===== config.mk =====
export PLATFORM = sky130hd
export DESIGN_NAME = pipe_perf_mon
export DESIGN_NICKNAME = d
export VERILOG_FILES = /design/src/rtl/pipe_perf_mon.sv
export SDC_FILE = /design/constraint.sdc
export NUM_CORES = 1
export LEC_CHECK = 0
export ABC_AREA = 1
export BUFFER_PORTS_ARGS = -buffer_cell sky130_fd_sc_hd__buf_2
export CAP_MARGIN = 5
export CORE_MARGIN = 3
export CORE_UTILIZATION = 67
export CTS_CLUSTER_SIZE = 8
export DETAILED_ROUTE_END_ITERATION = 7
export PLACE_DENSITY_LB_ADDON = 0.15
export SLEW_MARGIN = 5
export SYNTH_ARGS = -nofsm -noshare
export SYNTH_HDL_FRONTEND = slang
export SYNTH_SLANG_ARGS = --single-unit

===== constraint.sdc =====
create_clock -name i_clk -period 3.5 [get_ports i_clk]
set_clock_uncertainty 0.15 [all_clocks]
set_input_delay 0.35 -clock i_clk [delete_from_list [all_inputs] [get_ports i_clk]]
set_output_delay 0.35 -clock i_clk [all_outputs]
set_load 0.005 [all_outputs]

===== src/rtl/pipe_perf_mon.sv =====
// Run-control and performance monitor: halt detect, drain, frozen counters, select readout.
// Optional watchdog (RUN-state idle timeout) compiled in with PERF_MON_WATCHDOG_EN.

module pipe_perf_mon_cnt #(
  parameter int CNT_W = 32
) (
  input  logic             i_clk,
  input  logic             i_rst,
  input  logic             i_inc,
  output logic [CNT_W-1:0] o_cnt,
  output logic             o_ovf
);
  always_ff @(posedge i_clk) begin
    if (i_rst) begin
      o_cnt <= '0;
      o_ovf <= 1'b0;
    end else if (i_inc) begin
      if (&o_cnt) o_ovf <= 1'b1;
      else        o_cnt <= o_cnt + 1'b1;
    end
  end
endmodule

module pipe_perf_mon #(
  parameter int          CNT_W     = 32,
  parameter int          NUM_EVT   = 4,
  parameter logic [31:0] HALT_INSN = 32'h11111111,
  parameter int          DRAIN_CYC = 4,
  parameter int          WDOG_CYC  = 1024
) (
  input  logic                         i_clk,
  input  logic                         i_rst,
  input  logic                         i_enable,
  input  logic                         i_clear,
  input  logic                         i_insn_vld,
  input  logic [31:0]                  i_if_instr,
  input  logic [NUM_EVT-1:0]           i_evt,
  input  logic [$clog2(NUM_EVT+2)-1:0] i_rd_sel,
  output logic [CNT_W-1:0]             o_rd_data,
  output logic [NUM_EVT+1:0]           o_ovf,
  output logic                         o_running,
  output logic                         o_done,
  output logic                         o_timeout
);
  localparam int NCNT  = NUM_EVT + 2;
  localparam int DRN_W = (DRAIN_CYC > 1) ? $clog2(DRAIN_CYC) : 1;

  typedef enum logic [1:0] {S_IDLE, S_RUN, S_DRAIN, S_DONE} state_t;
  state_t state, state_nxt;

  logic             clr, halt, cnt_en, drain_last, wdog_fire;
  logic [DRN_W-1:0] drain_cnt;
  logic [NCNT-1:0]  inc;
  logic [NCNT-1:0][CNT_W-1:0] cnt;

  assign clr        = i_rst | i_clear;
  assign halt       = (i_if_instr == HALT_INSN);
  assign cnt_en     = (state == S_RUN) || (state == S_DRAIN);
  assign drain_last = (drain_cnt == DRN_W'(DRAIN_CYC - 1));

`ifdef PERF_MON_WATCHDOG_EN
  localparam int WD_W = $clog2(WDOG_CYC + 1);
  logic [WD_W-1:0] wdog_cnt;
  logic            timeout_q;

  // Halt in the limit cycle wins, so the watchdog only fires on a non-halt cycle.
  assign wdog_fire = (state == S_RUN) && !i_insn_vld && !halt &&
                     (wdog_cnt == WD_W'(WDOG_CYC - 1));

  always_ff @(posedge i_clk) begin
    if (clr) begin
      wdog_cnt  <= '0;
      timeout_q <= 1'b0;
    end else begin
      if (state == S_RUN) wdog_cnt <= i_insn_vld ? '0 : wdog_cnt + 1'b1;
      if (wdog_fire)      timeout_q <= 1'b1;
    end
  end
  assign o_timeout = timeout_q;
`else
  assign wdog_fire = 1'b0;
  assign o_timeout = 1'b0;
`endif

  always_comb begin
    state_nxt = state;
    case (state)
      S_IDLE:  if (i_enable) state_nxt = S_RUN;
      S_RUN:   if (halt) state_nxt = S_DRAIN;
               else if (wdog_fire) state_nxt = S_DONE;
      S_DRAIN: if (drain_last) state_nxt = S_DONE;
      default: state_nxt = state;
    endcase
  end

  always_ff @(posedge i_clk) begin
    if (clr) state <= S_IDLE;
    else     state <= state_nxt;
  end

  // Drain counter idles at zero outside DRAIN so each drain starts fresh.
  always_ff @(posedge i_clk) begin
    if (clr || state != S_DRAIN) drain_cnt <= '0;
    else                         drain_cnt <= drain_cnt + 1'b1;
  end

  assign inc = {i_evt, i_insn_vld, 1'b1} & {NCNT{cnt_en}};

  for (genvar g = 0; g < NCNT; g++) begin : g_cnt
    pipe_perf_mon_cnt #(.CNT_W(CNT_W)) u_cnt (
      .i_clk (i_clk),
      .i_rst (clr),
      .i_inc (inc[g]),
      .o_cnt (cnt[g]),
      .o_ovf (o_ovf[g])
    );
  end

  always_ff @(posedge i_clk) begin
    if (clr)                      o_rd_data <= '0;
    else if (int'(i_rd_sel) < NCNT) o_rd_data <= cnt[i_rd_sel];
    else                          o_rd_data <= '0;
  end

  assign o_running = cnt_en;
  assign o_done    = (state == S_DONE);
endmodule


-- After elaboration in Yosys (flattened, before gate mapping)
Cells that the tools add are included.
Widths: inputs -> output; s select.
- add/subtract/negate cells: 7
- order comparisons: 2
- equal/unequal tests: 9
- mux-type cells: 6
- bitwise logic cells: 9
- reductions and logical operators: 24
- operators with widths (operator ; number):
    $reduce_and 33->1 ; 6
    $add 32x1->32 const B ; 6
    $reduce_and 32->1 ; 6
    $bmux 32 s3 ; 1
    $eq 32x29->1 const B ; 1
    $mux 32 ; 1
    $reduce_and 2->1 ; 6
    $ne 2x2->1 const B ; 4
    $not 1->1 ; 7
    $and 6x6->6 ; 1
    $eq 2x2->1 const B ; 3
    $mux 2 ; 3
    $pmux 2 s3 ; 1
    $lt 3x4->1 const B ; 1
    $reduce_and 4->1 ; 1
    $lt 3x3->1 const B ; 1
    $reduce_bool 3->1 ; 1
    $add 2x1->2 const B ; 1
    $eq 2x1->1 const B ; 1
    $logic_not 2->1 ; 1
    $logic_or 1x1->1 ; 2
    $reduce_or 2->1 ; 1
    $or 1x1->1 ; 1
- bits in registers: 234
- input bits: 44
- output and inout bits: 41
- logic and storage cells: 72

-- Depth between registers and ports, before layout
Gate-level depths: netlist (run 1).
- word-level depth: 4
- mapped depth: 12
- gate-level depth less buffers: 11

-- By module
Synthesis (run 1) repeated with hierarchy kept, for this count alone.
- cell total of the unflattened synthesis: 2462
- area, all modules: 14841.7 sq um
- by module, submodules not included (module ; instances ; cells each ; area an instance (sq um)):
    pipe_perf_mon_cnt ; 6 ; 334 ; 2003.2
    pipe_perf_mon ; 1 ; 458 ; 2822.7

-- Worst setup path before layout (run 1)
No wires, ideal clock.
- path kind: reg-to-reg
- start point: register state[0]
- end point: register g_cnt[0].u_cnt.o_cnt[14]
- arrival: 1.732 ns
- data required time: 3.280 ns
- slack: 1.548 ns
- cell stages (with the launch flop): 9
- buffers on the path: 2
- cells stage by stage: dfxtp_1 -> inv_1 -> ha_1 -> buf_2 -> inv_1 -> a21oi_2 -> clkbuf_1 -> nand2_1 -> a21oi_1
- word-level cells in the longest chain between the ends: 4
- elaborated cells on any way between the ends: 5
- ends and longest elaborated chain (element ; RTL line ; RTL):
    from (decl) ; 49 ; state_t state, state_nxt;
    from (signal assigned) ; 98 ; else state <= state_nxt;
    $eq 2x1->1 or $eq 2x2->1 (tied branches) ; 58 ; assign cnt_en = (state == S_RUN) || (state == S_DRAIN);
    $logic_or 1x1->1 * ; 58 ;
    via o_running ; 41 ; output logic o_running,
    $and 6x6->6 * ; 107 ; assign inc = {i_evt, i_insn_vld, 1'b1} & {NCNT{cnt_en}};
    $reduce_and 2->1 (no line) * ; n/a ;
    to (signal assigned) ; 19 ; else o_cnt <= o_cnt + 1'b1;
    to (decl) ; 10 ; output logic [CNT_W-1:0] o_cnt,
The timed path passes the listed nets; every way through them passes the cells marked *.
A chain may end at the register's enable or synchronous reset.

-- Worst setup path in the final report (run 1)
- start point: register state[0]
- end point: register g_cnt[1].u_cnt.o_cnt[21]
- word-level cells in the longest chain between the ends: 4
- elaborated cells on any way between the ends: 5
- ends and longest elaborated chain (element ; RTL line):
    $eq 2x1->1 or $eq 2x2->1 (tied branches) ; 58
    $logic_or 1x1->1 * ; 58
    $and 6x6->6 * ; 107
    $reduce_and 2->1 (no line) * ; n/a
    to (signal assigned) ; 19
    to (decl) ; 10
Every way passes the cells marked *; elsewhere a longest branch is shown, timed or not.

==> flow_summary.json, run 1 <==
{
  "status": "finished, final reports clean",
  "vias": 16330,
  "cts_setup_buffers": 0,
  "setup_viol": 0,
  "drcViolationCount": 0,
  "rsz0062_at_grt": "no",
  "final_cells": 2817,
  "syn-cell-area_um2": 14940,
  "comb_power_share_pct": 7.9,
  "arrival_ns": 2.89,
  "p_seq_share_pct": 43.3,
  "synth_fp_nets": 2546,
  "path_class": "reg -> reg",
  "cts.sinks": 234,
  "drt.antenna.violating_nets": 0,
  "cts_tree": "built",
  "finalCriticalPeriod_ns": 2.635,
  "p_leak_nw": 5.696,
  "ys.flop_type": "dfxtp_1",
  "final_util_pct": 74.69,
  "grt_pass1_wl_um": 74530,
  "min_path_type": "in -> reg",
  "antennaDiodeCount": 0,
  "path_cells": "inv_1, ha_1, buf_4, nand2_1, inv_1, nand2_4, inv_2, nand3_1, nand2_1, nor2_1",
  "floorplan.initialDensity_pct": 68.27,
  "yosysSeqAreaShare_pct": 31.35,
  "fillers": 1874,
  "place.detailed.hpwl_um": 34300,
  "clk_latency_ns": 0.51,
  "whs_ns": 0.1895,
  "grt_start_max_net_pins": 75,
  "io_buffers": 83,
  "start_kind": "flop",
  "grt_pass1_vias": 14540,
  "ir_drop_mv": 0.3592,
  "crit_family": "buffers and inverters",
  "routed_wl_um": 46910,
  "ys_ff_latch": 234,
  "drt_iter0_drc": 2002,
  "dieArea_um2": 24130,
  "drt-wirelength-per-cell_um": 16.65,
  "gr-total-overflow": 0,
  "synth_edf_count": 0,
  "cts_resized": 0,
  "num_rows": 54,
  "ys_top_cells_by_area": "dfxtp_1 31%, nand2_1 23%, nor2_1 9.9%",
  "gp_congestion": 1.042,
  "cts_hold_buffers": 0,
  "async_flop_share_pct": 0,
  "avgSynthCellArea_um2": 6.004,
  "die_h_um": 155.4,
  "internal-power_mw": 4.697,
  "clock_path_buffers": 3,
  "worstPathMaxFanout": 27,
  "h-tree-depth": 2,
  "grt_usage_pct": 37.95,
  "yosys_warnings": 0,
  "yosysTopAreaCell": "dfxtp_1",
  "min_path_cells": 5,
  "crit_slowest_cell": "inv_2",
  "r2r-start": "state[0]",
  "drv_slew": 0,
  "min_to": "g_cnt[3].u_cnt.o_cnt[14]",
  "dieWidth_um": 155.4,
  "min_period_over_period_pct": 75.29,
  "ys_types": 36,
  "fin_tns_setup_ns": 0,
  "layout.nets": 2590,
  "syn_inst": 2489,
  "cts-buffers-inserted": 35,
  "crit_required_ns": 3.75,
  "endpoint_kind": "flop",
  "clockRootBuffer": "clkbuf_16",
  "dp.cells": 2776,
  "pwr-share-clk_pct": 48.8,
  "cpPeakStageDelay_ns": 0.45,
  "clk_pin_slew_ns": 0.05,
  "crit_start": "state[0]",
  "dr.pass1.iters": 7,
  "drive_gt1_share_pct": 8.435,
  "hold_start": "i_evt[1]",
  "p_sw_mw": 1.532,
  "clock.fmax_mhz": 379.5,
  "r2r_end": "g_cnt[1].u_cnt.o_cnt[21]",
  "r2r_slack_ns": 0.86,
  "yosys-top-cells-count": "922 x nand2_1, 396 x nor2_1, 234 x dfxtp_1, 211 x a21oi_1, 174 x inv_1",
  "powerDensity_nw_per_um2": 380.9,
  "yosysMostFrequentCell": "nand2_1",
  "tightest_slew_ns": 0.7189,
  "cp.buffers_inverters": 4,
  "reg2reg_depth": 10,
  "cap_violations": 0,
  "antenna_found_initial": 0,
  "core-area_um2": 21890,
  "via_per_inst": 5.798,
  "power_mw": 6.228,
  "yosysTopAreaCellShare_pct": 31.35,
  "area_growth_pct": 9.411,
  "io_pins": 85,
  "slew_headroom_pct": 52.08,
  "hold_viol_final": 0,
  "sw_frac_of_total_pct": 24.59
}
## worst max-delay path by stage
stage	end	slack (ns)	cells past startpoint
2_1_floorplan	g_cnt[0].u_cnt.o_cnt[14]	1.55	8
3_3_place_gp	g_cnt[1].u_cnt.o_cnt[21]	1.06	10
3_5_place_dp	g_cnt[1].u_cnt.o_cnt[22]	0.96	10
4_1_cts	g_cnt[5].u_cnt.o_cnt[10]	0.91	9
5_1_grt	g_cnt[1].u_cnt.o_cnt[21]	0.72	10
6_report	g_cnt[1].u_cnt.o_cnt[21]	0.86	10
## stage by stage
step / instance area (um2) / setup WS [ns]
4_1_cts: 16350 / 0.9111
3_5_place_dp: 15390 / 0.9555
3_3_place_gp: 15390 / 1.056
6_report: 16350 / 0.8649
2_1_floorplan: 14940 / 1.548
5_1_grt: 16350 / 0.7173
## per-layer routing
layer / track usage, % / up-vias / part of all wire (%)
li1: - / 7932 / -
met1: 53.25 / 7360 / 41
met2: 59.28 / 914 / 44
met3: 7.844 / 128 / 12
met4: 11.05 / 0 / 3.3
met5: 0 / - / 0
## area by class of cell
cell class              instances  area (um2)  area share, %
clock buffers                  41       960.9          5.877
inverters                     181       681.9          4.170
multi-input cells            1981        9115          55.75
flip-flops and latches        234        4684          28.65
well taps                     280       350.3          2.143
repair buffers                100       558.0          3.413
## flip-flops by register name, indices dropped and copies added (netlist names)
| name | cells |
|---|---|
| o_rd_data | 32 |
| state | 2 |
| g_cnt.u_cnt.o_ovf | 6 |
| g_cnt.u_cnt.o_cnt | 192 |
| drain_cnt | 2 |
## cell usage in the layout, fill, tap and decap left out, types with 2 or more instances in the layout
cell type / instances
nor3_1: 21
clkbuf_16: 37
a21oi_1: 211
o21bai_1: 7
o22ai_1: 9
nand2_2: 18
inv_1: 174
nand4_1: 10
nand3_1: 65
o21a_1: 5
nand3b_1: 31
nor2_2: 17
nor3b_1: 2
xnor2_1: 19
buf_4: 17
nor2_1: 394
buf_2: 82
clkbuf_1: 2
nand2_1: 922
and3_1: 2
nor2_4: 13
o21ai_0: 104
xor2_1: 64
clkbuf_8: 2
nand2_4: 6
a21oi_2: 13
dfxtp_1: 234
clkinv_1: 2
ha_1: 13
o211ai_1: 27
o21ai_1: 3
inv_2: 4
## worst reg2reg max path, delay by kind of cell, from the launching register on
| kind | cells | cell delay, ns |
|---|---|---|
| buf+inv | 4 | 1.07 |
| simple gates | 5 | 0.61 |
| flops | 1 | 0.43 |
| fa+ha+maj | 1 | 0.28 |
## kinds of logic after synthesis
| group | synth area share [%] |
|---|---|
| xor+xnor | 4.864 |
| flops | 31.35 |
| simple gates | 41.14 |
| other cells | 0.02509 |
| compound gates | 13.78 |
| fa+ha+maj | 1.088 |
| buf+inv | 7.753 |
## power by group through the flow
stage | logic, mW | clock network (mW) | registers [mW]
2_1_floorplan | 0.338 | 0 | 2.75
3_3_place_gp | 0.466 | 0 | 2.75
3_5_place_dp | 0.473 | 0 | 2.75
4_1_cts | 0.478 | 3.05 | 2.70
5_1_grt | 0.531 | 3.18 | 2.69
6_report | 0.493 | 3.04 | 2.70
(Power assumes the default switching activity.)
==> inputs of run 2 (changes only) <==
--- a/config.mk
+++ b/config.mk
@@ -5,11 +5,11 @@
 export SDC_FILE = /design/constraint.sdc
 export NUM_CORES = 1
 export LEC_CHECK = 0
-export ABC_AREA = 1
+export ABC_AREA = 0
 export BUFFER_PORTS_ARGS = -buffer_cell sky130_fd_sc_hd__buf_2
 export CAP_MARGIN = 5
 export CORE_MARGIN = 3
-export CORE_UTILIZATION = 67
+export CORE_UTILIZATION = 55
 export CTS_CLUSTER_SIZE = 8
 export DETAILED_ROUTE_END_ITERATION = 7
 export PLACE_DENSITY_LB_ADDON = 0.15
==> constraint.sdc (replaced) <==
create_clock -name i_clk -period 2.3 [get_ports i_clk]
set_clock_uncertainty 0.15 [all_clocks]
set_input_delay 0.23 -clock i_clk [delete_from_list [all_inputs] [get_ports i_clk]]
set_output_delay 0.23 -clock i_clk [all_outputs]
set_load 0.005 [all_outputs]
==> flow_summary.json, run 2 <==
{
  "status": "finished, violations left",
  "violations": "setup timing",
  "clk_latency_ns": 0.50,
  "reg_top3": "g_cnt.u_cnt.o_cnt (192), o_rd_data (32), g_cnt.u_cnt.o_ovf (6)",
  "dr.pass1.iters": 5,
  "yosysTopAreaCellShare_pct": 37.16,
  "cpPeakStageDelay_ns": 0.51,
  "num_rows": 54,
  "layout.nets": 1724,
  "layout_common_cells": "230 x dfxtp_1, 180 x buf_4, 131 x nor2_1",
  "floorplan.initialDensity_pct": 56.88,
  "syn_inst": 1445,
  "dieArea_um2": 24770,
  "yosysTopAreaCell": "dfxtp_1",
  "endpoint_kind": "flop",
  "min_period_over_period_pct": 101.6,
  "h-tree-depth": 2,
  "powerDensity_nw_per_um2": 568.1,
  "core-area_um2": 22160,
  "ys_ff_latch": 234,
  "yosysMostFrequentCell": "dfxtp_1",
  "yosysSeqAreaShare_pct": 37.16,
  "drcViolationCount": 0,
  "grt_start_max_net_pins": 49,
  "slew_headroom_pct": 42.01,
  "cts_tree": "built",
  "largest_reg_flops": 192,
  "ir_drop_mv": 0.6421,
  "highest_layer": "met5",
  "gr-total-overflow": 0,
  "path_class": "reg -> reg",
  "yosys_warnings": 0,
  "wl_met3_um": 3470,
  "hold_start": "i_enable",
  "avgSynthCellArea_um2": 8.724,
  "crit_family": "simple AND/OR/NAND/NOR gates",
  "wl_met2_um": 19020,
  "mostFrequentLayoutCell": "dfxtp_1",
  "drv_slew": 0,
  "r2r-start": "state[0]",
  "rsz0062_at_grt": "yes",
  "syn-cell-area_um2": 12610,
  "io_pins": 85,
  "drt_iter0_drc": 1168,
  "timing.final.ws_setup_ns": -0.03671,
  "crit_slowest_cell": "or4_4",
  "grt_pass1_wl_um": 62190,
  "clockRootBuffer": "clkbuf_16",
  "ys_types": 65,
  "antennaDiodeCount": 0,
  "io_buffers": 83,
  "hold_viol_final": 0,
  "cap_violations": 0,
  "cts_hold_buffers": 0,
  "synth_edf_count": 0,
  "path_cells": "inv_4, ha_4, and2_4, nand4_4, a311o_2, or4_4, a21oi_2",
  "drive_gt1_share_pct": 26.72,
  "start_kind": "flop",
  "area_growth_pct": 24.25,
  "via_per_inst": 6.534,
  "grt_usage_pct": 31.57,
  "die_h_um": 157.4,
  "p_leak_nw": 5.642,
  "met1_length_um": 15780,
  "crit_required_ns": 2.59,
  "grt_pass1_vias": 11650,
  "place.detailed.hpwl_um": 29500,
  "cp.buffers_inverters": 1,
  "vias": 12730,
  "clk_pin_slew_ns": 0.05,
  "setup_viol": 2,
  "antenna_found_initial": 1,
  "synth_fp_nets": 1502,
  "worstPathMaxFanout": 8,
  "ys_top_cells_by_area": "dfxtp_1 37%, mux4_2 5.7%, a21oi_1 4.1%",
  "min_path_type": "in -> reg",
  "async_flop_share_pct": 0,
  "routed_wl_um": 40080,
  "gp_congestion": 0.9689,
  "finalCriticalPeriod_ns": 2.337,
  "dieWidth_um": 157.4,
  "regMostFlops": "g_cnt.u_cnt.o_cnt",
  "arrival_ns": 2.63,
  "final_util_pct": 70.68,
  "cts-buffers-inserted": 35,
  "drt.antenna.violating_nets": 0,
  "clock.fmax_mhz": 428.0,
  "power_mw": 8.897,
  "drt-wirelength-per-cell_um": 20.56,
  "ys.flop_type": "dfxtp_1",
  "yosys-top-cells-count": "234 x dfxtp_1, 134 x nor2_1, 118 x nand2_1, 103 x a21oi_1, 68 x nand4_1",
  "cts.sinks": 234,
  "tightest_slew_ns": 0.8689,
  "clock_path_buffers": 3,
  "crit_start": "state[0]"
}
==> run 2: cell count changes in the layout (fill, tap and decap cells not counted), moves of 32 or more <==
cell	previous run	this run
nand2_1	922	116
nand4_1	10	68
nor2_1	394	131
a22oi_1	0	32
xor2_1	64	21
o31ai_1	0	35
or4_1	0	44
inv_1	174	21
buf_4	17	180
o21ai_0	104	56
mux4_2	0	32
a21oi_1	211	99
or3_1	0	60
==> run 2: what timing repair did <==
action	CTS	global route
gates resized for setup	8	29
cloned	0	1
pin swaps	6	11
setup buffers	0	6
setup endpoints to repair	10	55
==> run 2: layer usage <==
layer  vias up  track usage (%)
met4         2            14.05
met2       550            52.21
li1       5937                -
met1      6112            40.31
met5         -                0
met3       133            5.911
==> run 2: cells by family (layout without fill, tap and decap cells) <==
family / after synthesis / count (layout) / synth area share (%)
XOR/XNOR: 57 / 57 / 3.960
AND/OR/NAND/NOR: 629 / 629 / 27.65
adder cells (fa/ha/maj): 13 / 13 / 1.290
flip-flops: 234 / 234 / 37.16
other: 1 / 1 / 0.02975
AO/OA/AOI/OAI: 323 / 324 / 16.74
multiplexers: 76 / 76 / 9.479
buffers and inverters: 112 / 335 / 3.682
==> run 2: power breakdown <==
group / internal [mW] / switching, mW
clock: 2.68 / 1.72
sequential: 4.07 / 0.00429
combinational: 0.164 / 0.262
total: 6.91 / 1.98
==> run 2: final cells by class <==
cell class / count / area, um2
multi-input combinational: 1100 / 7674
inverter: 23 / 88.84
fill: 1750 / 6499
sequential: 234 / 4692
tap: 280 / 350.3
timing repair buffer: 273 / 1958
clock buffer: 37 / 883.3
clock inverter: 2 / 16.27
==> run 2: worst min-delay path, stage by stage <==
cell and delay [ns]:
buf_2 0.09, inv_1 0.04, a221oi_1 0.07, a21oi_1 0.14, a211oi_1 0.07
==> run 2: worst paths after layout <==
kind         depth (start not counted)  slack, ns                       end
max reg2reg                          7      -0.04  g_cnt[2].u_cnt.o_cnt[31]
min reg2reg                          1       0.26              drain_cnt[0]
min                                  5       0.05                  state[0]
max                                  7      -0.04  g_cnt[2].u_cnt.o_cnt[31]
==> run 2: metrics by stage <==
step	instances	setup slack, ns	TNS, ns	hold slack [ns]	instance area (um2)
2_1_floorplan	1445	0.0003657	0	0.2458	12660
3_3_place_gp	1904	0.01973	0	0.2604	14560
3_5_place_dp	1904	-0.04249	-0.1551	0.2604	14560
4_1_cts	1943	0.01339	0	0.02924	15500
5_1_grt	1949	-0.08252	-0.5549	0.07216	15660
6_report	1949	-0.03671	-0.06025	0.05239	15660
==> inputs of run 3 (changes only) <==
--- a/config.mk
+++ b/config.mk
@@ -5,12 +5,11 @@
 export SDC_FILE = /design/constraint.sdc
 export NUM_CORES = 1
 export LEC_CHECK = 0
-export ABC_AREA = 0
+export ABC_AREA = 1
 export BUFFER_PORTS_ARGS = -buffer_cell sky130_fd_sc_hd__buf_2
 export CAP_MARGIN = 5
 export CORE_MARGIN = 3
-export CORE_UTILIZATION = 55
-export CTS_CLUSTER_SIZE = 8
+export CORE_UTILIZATION = 56
 export DETAILED_ROUTE_END_ITERATION = 7
 export PLACE_DENSITY_LB_ADDON = 0.15
 export SLEW_MARGIN = 5
==> flow_summary.json, run 3 (synthesis gave the netlist of run 1 again) <==
{
  "status": "finished, final reports clean",
  "cts-buffers-inserted": 27,
  "io_pins": 85,
  "via_per_inst": 5.539,
  "drt.antenna.violating_nets": 0,
  "tightest_slew_ns": 0.7504,
  "h-tree-depth": 1,
  "ir_drop_mv": 0.4845,
  "grt_pass1_wl_um": 78960,
  "crit_required_ns": 2.56,
  "hold_viol_final": 0,
  "gp_congestion": 1.026,
  "hold_start": "i_rst",
  "dr.pass1.iters": 6,
  "cts_tree": "built",
  "min_period_over_period_pct": 93.43,
  "r2r-start": "state[1]",
  "clk_latency_ns": 0.55,
  "p_leak_nw": 6.159,
  "grt_usage_pct": 33.95,
  "dieArea_um2": 28680,
  "gr-total-overflow": 0,
  "crit_start": "state[1]",
  "powerDensity_nw_per_um2": 576.7,
  "reg_top3": "g_cnt.u_cnt.o_cnt (192), o_rd_data (32), g_cnt.u_cnt.o_ovf (6)",
  "final_util_pct": 65.97,
  "layout.nets": 2656,
  "design_area_um2": 17240,
  "drt-wirelength-per-cell_um": 16.96,
  "routed_wl_um": 50130,
  "clock.fmax_mhz": 465.3,
  "drv_slew": 0,
  "layout_common_cells": "922 x nand2_1, 394 x nor2_1, 232 x dfxtp_1",
  "endpoint_kind": "flop",
  "vias": 16370,
  "arrival_ns": 2.41,
  "dieWidth_um": 169.4,
  "regMostFlops": "g_cnt.u_cnt.o_cnt",
  "reg2reg_depth": 8,
  "timing.final.ws_setup_ns": 0.1510,
  "min_path_type": "in -> reg",
  "path_cells": "inv_1, ha_1, buf_12, inv_1, a21oi_4, nand3_1, nand2_1, nor2_1",
  "cpPeakStageDelay_ns": 0.59,
  "drt_iter0_drc": 1997,
  "min_path_cells": 5,
  "antennaDiodeCount": 0,
  "clock_path_buffers": 3,
  "place.detailed.hpwl_um": 38030,
  "min_to": "g_cnt[4].u_cnt.o_cnt[19]",
  "largest_reg_flops": 192,
  "drcViolationCount": 0,
  "area_growth_pct": 15.35,
  "core-area_um2": 26130,
  "fillers": 2510,
  "final_cells": 2955,
  "grt_pass1_vias": 14930,
  "dp.cells": 2905,
  "crit_slowest_cell": "a21oi_4",
  "postPlaceCellArea_um2": 16140,
  "finalCriticalPeriod_ns": 2.149,
  "die_h_um": 169.4,
  "path_class": "reg -> reg",
  "setup_viol": 0,
  "io_buffers": 83,
  "crit_top_cell": "inv_1",
  "start_kind": "flop",
  "floorplan.initialDensity_pct": 57.19,
  "drive_gt1_share_pct": 11.53,
  "cts_hold_buffers": 0,
  "slew_headroom_pct": 49.86,
  "mostFrequentLayoutCell": "nand2_1",
  "antenna_found_initial": 2,
  "cap_violations": 0,
  "r2r_slack_ns": 0.15,
  "cts.sinks": 234,
  "clockRootBuffer": "clkbuf_16",
  "worstPathMaxFanout": 26,
  "rsz0062_at_grt": "no",
  "r2r_end": "g_cnt[0].u_cnt.o_cnt[20]",
  "clk_pin_slew_ns": 0.07,
  "num_rows": 59,
  "post-place-ws_ns": -0.1278,
  "grt_start_max_net_pins": 50
}
-- run 3: report_power, final --
part | total, mW | internal (mW) | switching (mW)
clock | 4.99 | 3.15 | 1.84
sequential | 4.09 | 4.08 | 0.0118
combinational | 0.862 | 0.251 | 0.611
total | 9.94 | 7.48 | 2.47
-- run 3: how the worst max path moves through the flow --
stage	cells after the start	slack, ns	end
final	8	0.15	g_cnt[0].u_cnt.o_cnt[20]
after global routing	10	0.007	g_cnt[5].u_cnt.o_cnt[9]
after global placement	8	-0.11	g_cnt[0].u_cnt.o_cnt[20]
after floorplan	8	0.35	g_cnt[0].u_cnt.o_cnt[14]
after CTS	11	0.02	g_cnt[2].u_cnt.o_cnt[23]
after detailed placement	8	-0.13	g_cnt[4].u_cnt.o_cnt[22]
-- run 3: repair_timing --
item / in CTS / in global routing
resized for setup: 5 / 13
setup endpoints to repair: 80 / 72
buffers inserted: 0 / 0
-- run 3: worst max-delay path: cells and delay by family, from the launching register on --
family	cells	cell delay (ns)
buf+inv	3	0.32
flops	1	0.33
simple gates	3	0.28
fa+ha+maj	1	0.32
compound gates	1	0.59
-- run 3: layout make-up --
type / count / area, um2 / share of cell area [%]
Tap cell: 335 / 419.2 / 2.431
Multi-Input combinational cell: 1981 / 9170 / 53.19
Sequential cell: 234 / 4687 / 27.19
Clock buffer: 33 / 728.2 / 4.224
Clock inverter: 17 / 302.8 / 1.756
Inverter: 181 / 689.4 / 3.999
Timing Repair Buffer: 174 / 1242 / 7.207
-- run 3: metal layers --
metal,routed length (um),up-vias,GRT usage (%)
met4,1785,2,11.27
li1,-,8069,-
met5,13,-,0
met3,4982,109,5.031
met2,21830,759,53.07
met1,21520,7428,48.29
-- run 3: metrics by stage --
stage                     total power [mW]  hold slack (ns)  TNS [ns]
after floorplan                      4.693           0.2557         0
after global placement               4.988           0.2639   -0.2932
after detailed placement             4.998           0.2738    -2.474
after CTS                            9.955          0.04056         0
after global routing                 10.19          0.07267         0
final                                9.942          0.05421         0
